--- src/rtl/change_dispenser.sv ---
// -----------------------------------------------------------------------------
// change_dispenser
//
// Payout end of the vending path. Takes the change amount computed by the
// price/payment subtractor and pays it out one coin at a time to the coin
// mechanism over a four-phase req/ack handshake. Coins are chosen greedily
// over four denominations (largest first). Each denomination has its own
// inventory, and those inventories are reloaded on reset or refill.
//
// Ports
//   CLOCK_50    in   1    system clock, all state on rising edge
//   reset_n     in   1    asynchronous active-low reset
//   start       in   1    1-cycle pulse: latch change_amt and begin payout
//   change_amt  in   AW   change to pay, sampled on start
//   refill      in   1    1-cycle pulse: reload inventories (IDLE/FAULT only)
//   coin_ack    in   1    mechanism acknowledge (four-phase)
//   coin_req    out  1    request one coin of coin_sel
//   coin_sel    out  2    denomination index, stable while coin_req=1
//   busy        out  1    payout in progress (SELECT/REQ/RELEASE)
//   done        out  1    1-cycle pulse: full amount paid
//   remaining   out  AW   amount still owed
//   err         out  2    00 none, 01 inventory cannot cover, 10 ack timeout
//   inv_empty   out  4    bit i = inventory of denomination i is zero
// -----------------------------------------------------------------------------
module change_dispenser #(
  parameter int AW          = 5,
  parameter int D0          = 10,
  parameter int D1          = 5,
  parameter int D2          = 2,
  parameter int D3          = 1,
  parameter int INV_INIT    = 15,
  parameter int ACK_TIMEOUT = 1000
) (
  input  logic          CLOCK_50,
  input  logic          reset_n,
  input  logic          start,
  input  logic [AW-1:0] change_amt,
  input  logic          refill,
  input  logic          coin_ack,
  output logic          coin_req,
  output logic [1:0]    coin_sel,
  output logic          busy,
  output logic          done,
  output logic [AW-1:0] remaining,
  output logic [1:0]    err,
  output logic [3:0]    inv_empty
);

  localparam int         TW       = $clog2(ACK_TIMEOUT + 1);
  localparam logic [3:0] INV_FULL = 4'(INV_INIT);
  localparam logic [TW-1:0] TMO_LAST = TW'(ACK_TIMEOUT - 1);

  localparam logic [1:0] ERR_NONE    = 2'b00;
  localparam logic [1:0] ERR_NO_INV  = 2'b01;
  localparam logic [1:0] ERR_TIMEOUT = 2'b10;

  typedef enum logic [2:0] {
    IDLE,
    SELECT,
    REQ,
    RELEASE,
    DONE,
    FAULT
  } state_e;

  state_e          state_q,     state_d;
  logic [AW-1:0]   remaining_q, remaining_d;
  logic [1:0]      coin_sel_q,  coin_sel_d;
  logic            coin_req_q,  coin_req_d;
  logic [1:0]      err_q,       err_d;
  logic [TW-1:0]   tmo_q,       tmo_d;
  logic [3:0]      inv_q [4];
  logic [3:0]      inv_d [4];

  logic            pick_found;
  logic [1:0]      pick_idx;

  // Coin value for a denomination index.
  function automatic logic [AW-1:0] den_value(input logic [1:0] idx);
    case (idx)
      2'd0:    den_value = AW'(D0);
      2'd1:    den_value = AW'(D1);
      2'd2:    den_value = AW'(D2);
      default: den_value = AW'(D3);
    endcase
  endfunction

  // Greedy pick: scanning from the smallest denomination upward and letting
  // later (lower-index, larger) hits overwrite earlier ones leaves the lowest
  // index that both fits the amount owed and still has coins in stock.
  always_comb begin
    pick_found = 1'b0;
    pick_idx   = 2'd0;
    for (int i = 3; i >= 0; i--) begin
      if ((den_value(2'(i)) <= remaining_q) && (inv_q[i] != 4'd0)) begin
        pick_found = 1'b1;
        pick_idx   = 2'(i);
      end
    end
  end

  // Next-state and datapath updates.
  always_comb begin
    state_d     = state_q;
    remaining_d = remaining_q;
    coin_sel_d  = coin_sel_q;
    coin_req_d  = coin_req_q;
    err_d       = err_q;
    tmo_d       = tmo_q;
    inv_d       = inv_q;

    case (state_q)
      // FAULT behaves like IDLE for start/refill; it only keeps err and
      // remaining visible until the next start.
      IDLE, FAULT: begin
        if (refill) begin
          for (int i = 0; i < 4; i++) begin
            inv_d[i] = INV_FULL;
          end
        end
        if (start) begin
          remaining_d = change_amt;
          err_d       = ERR_NONE;
          state_d     = SELECT;
        end
      end

      SELECT: begin
        if (remaining_q == '0) begin
          state_d = DONE;
        end else if (pick_found) begin
          coin_sel_d = pick_idx;
          coin_req_d = 1'b1;
          tmo_d      = '0;
          state_d    = REQ;
        end else begin
          err_d   = ERR_NO_INV;
          state_d = FAULT;
        end
      end

      // An ack in the same cycle as the last timeout cycle still counts as
      // a delivered coin: the mechanism has already released it.
      REQ: begin
        if (coin_ack) begin
          coin_req_d  = 1'b0;
          remaining_d = remaining_q - den_value(coin_sel_q);
          if (inv_q[coin_sel_q] != 4'd0) begin
            inv_d[coin_sel_q] = inv_q[coin_sel_q] - 4'd1;
          end
          tmo_d   = '0;
          state_d = RELEASE;
        end else if (tmo_q == TMO_LAST) begin
          coin_req_d = 1'b0;
          err_d      = ERR_TIMEOUT;
          state_d    = FAULT;
        end else begin
          tmo_d = tmo_q + TW'(1);
        end
      end

      RELEASE: begin
        if (!coin_ack) begin
          state_d = SELECT;
        end else if (tmo_q == TMO_LAST) begin
          err_d   = ERR_TIMEOUT;
          state_d = FAULT;
        end else begin
          tmo_d = tmo_q + TW'(1);
        end
      end

      DONE: begin
        state_d = IDLE;
      end

      default: begin
        state_d = IDLE;
      end
    endcase
  end

  // State and datapath registers; reset also reloads every inventory.
  always_ff @(posedge CLOCK_50 or negedge reset_n) begin
    if (!reset_n) begin
      state_q     <= IDLE;
      remaining_q <= '0;
      coin_sel_q  <= 2'd0;
      coin_req_q  <= 1'b0;
      err_q       <= ERR_NONE;
      tmo_q       <= '0;
      for (int i = 0; i < 4; i++) begin
        inv_q[i] <= INV_FULL;
      end
    end else begin
      state_q     <= state_d;
      remaining_q <= remaining_d;
      coin_sel_q  <= coin_sel_d;
      coin_req_q  <= coin_req_d;
      err_q       <= err_d;
      tmo_q       <= tmo_d;
      for (int i = 0; i < 4; i++) begin
        inv_q[i] <= inv_d[i];
      end
    end
  end

  assign coin_req  = coin_req_q;
  assign coin_sel  = coin_sel_q;
  assign remaining = remaining_q;
  assign err       = err_q;
  assign busy      = (state_q == SELECT) || (state_q == REQ) || (state_q == RELEASE);
  assign done      = (state_q == DONE);

  always_comb begin
    for (int i = 0; i < 4; i++) begin
      inv_empty[i] = (inv_q[i] == 4'd0);
    end
  end

endmodule

--- config.mk ---
export PLATFORM = sky130hd
export DESIGN_NAME = change_dispenser
export DESIGN_NICKNAME = d
export VERILOG_FILES = /design/src/rtl/change_dispenser.sv
export SDC_FILE = /design/constraint.sdc
export NUM_CORES = 1
export LEC_CHECK = 0
export CAP_MARGIN = 20
export CELL_PAD_IN_SITES_DETAIL_PLACEMENT = 1
export CELL_PAD_IN_SITES_GLOBAL_PLACEMENT = 2
export CORE_UTILIZATION = 43
export CTS_CLUSTER_SIZE = 20
export DETAILED_ROUTE_END_ITERATION = 7
export DONT_BUFFER_PORTS = 1
export PLACE_DENSITY = 0.95
export SLEW_MARGIN = 30
export SYNTH_ARGS = -nofsm -noshare
export SYNTH_HDL_FRONTEND = slang
export SYNTH_SLANG_ARGS = --single-unit
--- constraint.sdc ---
create_clock -name CLOCK_50 -period 6.59 [get_ports CLOCK_50]
set_clock_uncertainty 0.2 [all_clocks]
set_input_delay 1.318 -clock CLOCK_50 [delete_from_list [all_inputs] [get_ports CLOCK_50]]
set_output_delay 1.318 -clock CLOCK_50 [all_outputs]
set_load 0.05 [all_outputs]
==> metrics.cfg <==
[route]
ant_nets=0
wl_um=6450
dr.pass1.iters=4
avgViaCountPerCell=6.12
num_vias=2093
post-route-drc-count=0
drt-initial-drc-count=94
wire_per_inst_um=18.9

[worst_setup_path]
reg2regPathDepth=5
cp_max_fo=17
cp_data_arrival_time_ns=1.77
reg2reg_slack_ns=3.38
critPathLaunchType=flip-flop
r2r_end=tmo_q[4]
worstReg2RegStart=inv_q[9]
cp-end-kind=output pin
critical_path_class=flip-flop to output pin
cp.required_ns=5.07

[floorplan]
die_area_um2=6340
dieHeight_um=79.6
coreArea_um2=5640
io_pins=26
die_w_um=79.6
start_util_pct=45.9
placementRows=27

[grt]
use_met2_pct=36.4
overflow=0
grt.total_usage_pct=22.8
grt_pass1_wl_um=11200
use_met3_pct=6.17
grt_pass1_vias=2229
top_usage_layer=met2
grtUsageMet1_pct=29.5
grt_max_degree=40
antenna_found_initial=0

[logic_synthesis]
synth_fa_ha_area_share_pct=4.15
synth_xor_area_share_pct=1.01
syn_nets=288
ys_seq_area_share_pct=38.5
muxShareOfSynthArea_pct=10.6
syn_area_um2=2590
yosys_warnings=0
synth-edff-count=0
synth_compound_area_share_pct=20.4
syn_inst=270
synth_simple_gate_area_share_pct=21.2
syn_avg_cell_area_um2=9.59
ys_ff_latch=39
synth_top_family_by_area=simple AND/OR/NAND/NOR gates
ys.flop_type=dfrtp_1
ys_types=64
synthArstFlopShare_pct=100

[min_path]
hold_path_class=flip-flop to flip-flop
min_to=tmo_q[9]
whs_path_depth=1
hold_start=tmo_q[9]

[power]
p_sw_uw=608
p_leak_uw=0.00107
p_sw_share_pct=48.7
pwr_density_cell_nw_per_um2=453
clockPowerShare_pct=12.7
p_int_uw=640
p_seq_share_pct=43.9
ir_drop_uv=208
combPwrFrac_pct=43.5

[cts]
cts_sinks=39
htree_levels=2
clkSlewWorstSetupHoldPaths_ns=0.08
clk_path_buf_depth=2
cts_tree=built
worstSkewPairLatency_ns=0.29
post_cts_buffers=0
cts_made_buffers=5
cts_resized=0
cts_root_buf=clkbuf_8
ctsHoldBuffers=0

[placed_design]
dp_hpwl_um=4710
portBuffers=0
placedCellCount=334
postPlaceCellArea_um2=2680
gp_congestion=0.834

[cells_and_area]
post-route-util_pct=48.9
diodes=0
syn_to_final_growth_pct=6.42
stdcell_count=342
drive_above_1_share_pct=24.4
fin_nets=287
design_area_um2=2760

[sta]
hold_viol_final=0
finalSetupViolCount=0
tightest_slew_ns=0.958
tns_ns=0
rsz0062_at_grt=false
slew_headroom_pct=36.1
slew_violations=0
fin_crit_ns=3.29
fmax_mhz=304
fin_crit_sh_pct=49.9

[run_status]
status=finished clean

[run]
drv_cap=0

[power by group through the flow]
stage	Combinational, uW	Sequential, uW	Clock, uW
3_5_place_dp	541	550	0
2_1_floorplan	476	476	0
3_3_place_gp	516	542	0
5_1_grt	607	564	173
4_1_cts	544	546	165
6_report	543	547	158
[sequential cells by signal (all words and copies together), names as in the netlist]
| name | cells |
|---|---|
| coin_req | 1 |
| tmo_q | 10 |
| coin_sel | 2 |
| remaining | 5 |
| err | 2 |
| inv_q | 16 |
| state_q | 3 |
[worst max path at each step]
| stage | cells after the start | startpoint | endpoint |
|---|---|---|---|
| floorplan | 6 | inv_q[5] | tmo_q[8] |
| global placement | 7 | coin_sel[1] | inv_q[15] |
| detailed placement | 5 | inv_q[9] | tmo_q[7] |
| CTS | 2 | state_q[1] | busy |
| global route | 2 | state_q[1] | busy |
| finish | 2 | state_q[1] | busy |
[cell families after synthesis]
family                     after synthesis
AOI/OAI and AO/OA                       75
xor gates and xnor gates                 3
DFF                                     39
and+or+nand+nor                         98
adders and majority gates                8
muxes                                   20
buffers and inverters                   27
[final cells by class]
| class | instances | area, um^2 |
|---|---|---|
| fill | 647 | 2890 |
| multi-input combinational | 204 | 1500 |
| sequential | 39 | 996 |
| tap | 72 | 90.1 |
| clock buffer | 7 | 76.3 |
| inverter | 15 | 56.3 |
| timing repair buffer | 4 | 30.0 |
| clock inverter | 1 | 5.00 |
[cell usage in the layout, fill, tap and decap left out, types with 3 or more instances in the layout]
cell / Yosys / final
or2_2: 3 / 3
o22ai_1: 3 / 3
o21ai_1: 7 / 7
o21ai_0: 6 / 6
nor4_2: 2 / 5
dfstp_2: 16 / 16
a21oi_1: 22 / 22
o31ai_1: 6 / 6
nand2b_1: 6 / 6
buf_4: 0 / 4
clkbuf_8: 0 / 5
nor2b_1: 3 / 3
nor2_1: 20 / 20
mux2i_1: 3 / 3
dfrtp_1: 23 / 23
mux2_2: 13 / 13
ha_1: 7 / 7
a2bb2oi_1: 5 / 5
nor3_1: 5 / 5
inv_1: 15 / 15
nand3_1: 6 / 6
o21a_1: 6 / 6
or4_2: 3 / 3
nand2_1: 26 / 26
[worst max-delay path: stages (launching register included)]
cell	delay, ns
dfrtp_1	0.68
nor2_1	0.11
nor2_1	0.70
[cell usage after synthesis (3+ instances only)]
cell	n	area (um^2)
nand2_1	26	97.6
dfrtp_1	23	576
a21oi_1	22	110
nor2_1	20	75.1
dfstp_2	16	420
inv_1	15	56.3
mux2_2	13	146
clkbuf_1	10	37.5
ha_1	7	87.6
o21ai_1	7	35.0
nand2b_1	6	37.5
nand3_1	6	30.0
o21a_1	6	45.0
o21ai_0	6	30.0
o31ai_1	6	45.0
a2bb2oi_1	5	43.8
nor3_1	5	25.0
mux2i_1	3	30.0
nor2b_1	3	18.8
nor4_1	3	18.8
o22ai_1	3	18.8
or2_2	3	18.8
or4_2	3	26.3
[per-stage QoR]
step                      total power, uW  setup WS (ns)  hold WS, ns
after floorplan                       952           2.98        0.245
after CTS                            1260           3.29        0.306
final                                1250           3.30        0.300
after global placement               1060           3.44        0.274
after detailed placement             1090           3.39        0.293
after global routing                 1340           3.19        0.320
[layer usage]
layer | vias to the layer above | routed length [um] | share of wire (%)
met5 | - | 0 | 0
li1 | 982 | - | -
met3 | 9 | 289 | 4.5
met4 | 0 | 74 | 1.1
met1 | 1058 | 2940 | 46
met2 | 44 | 3140 | 49
(Power assumes the default switching activity.)
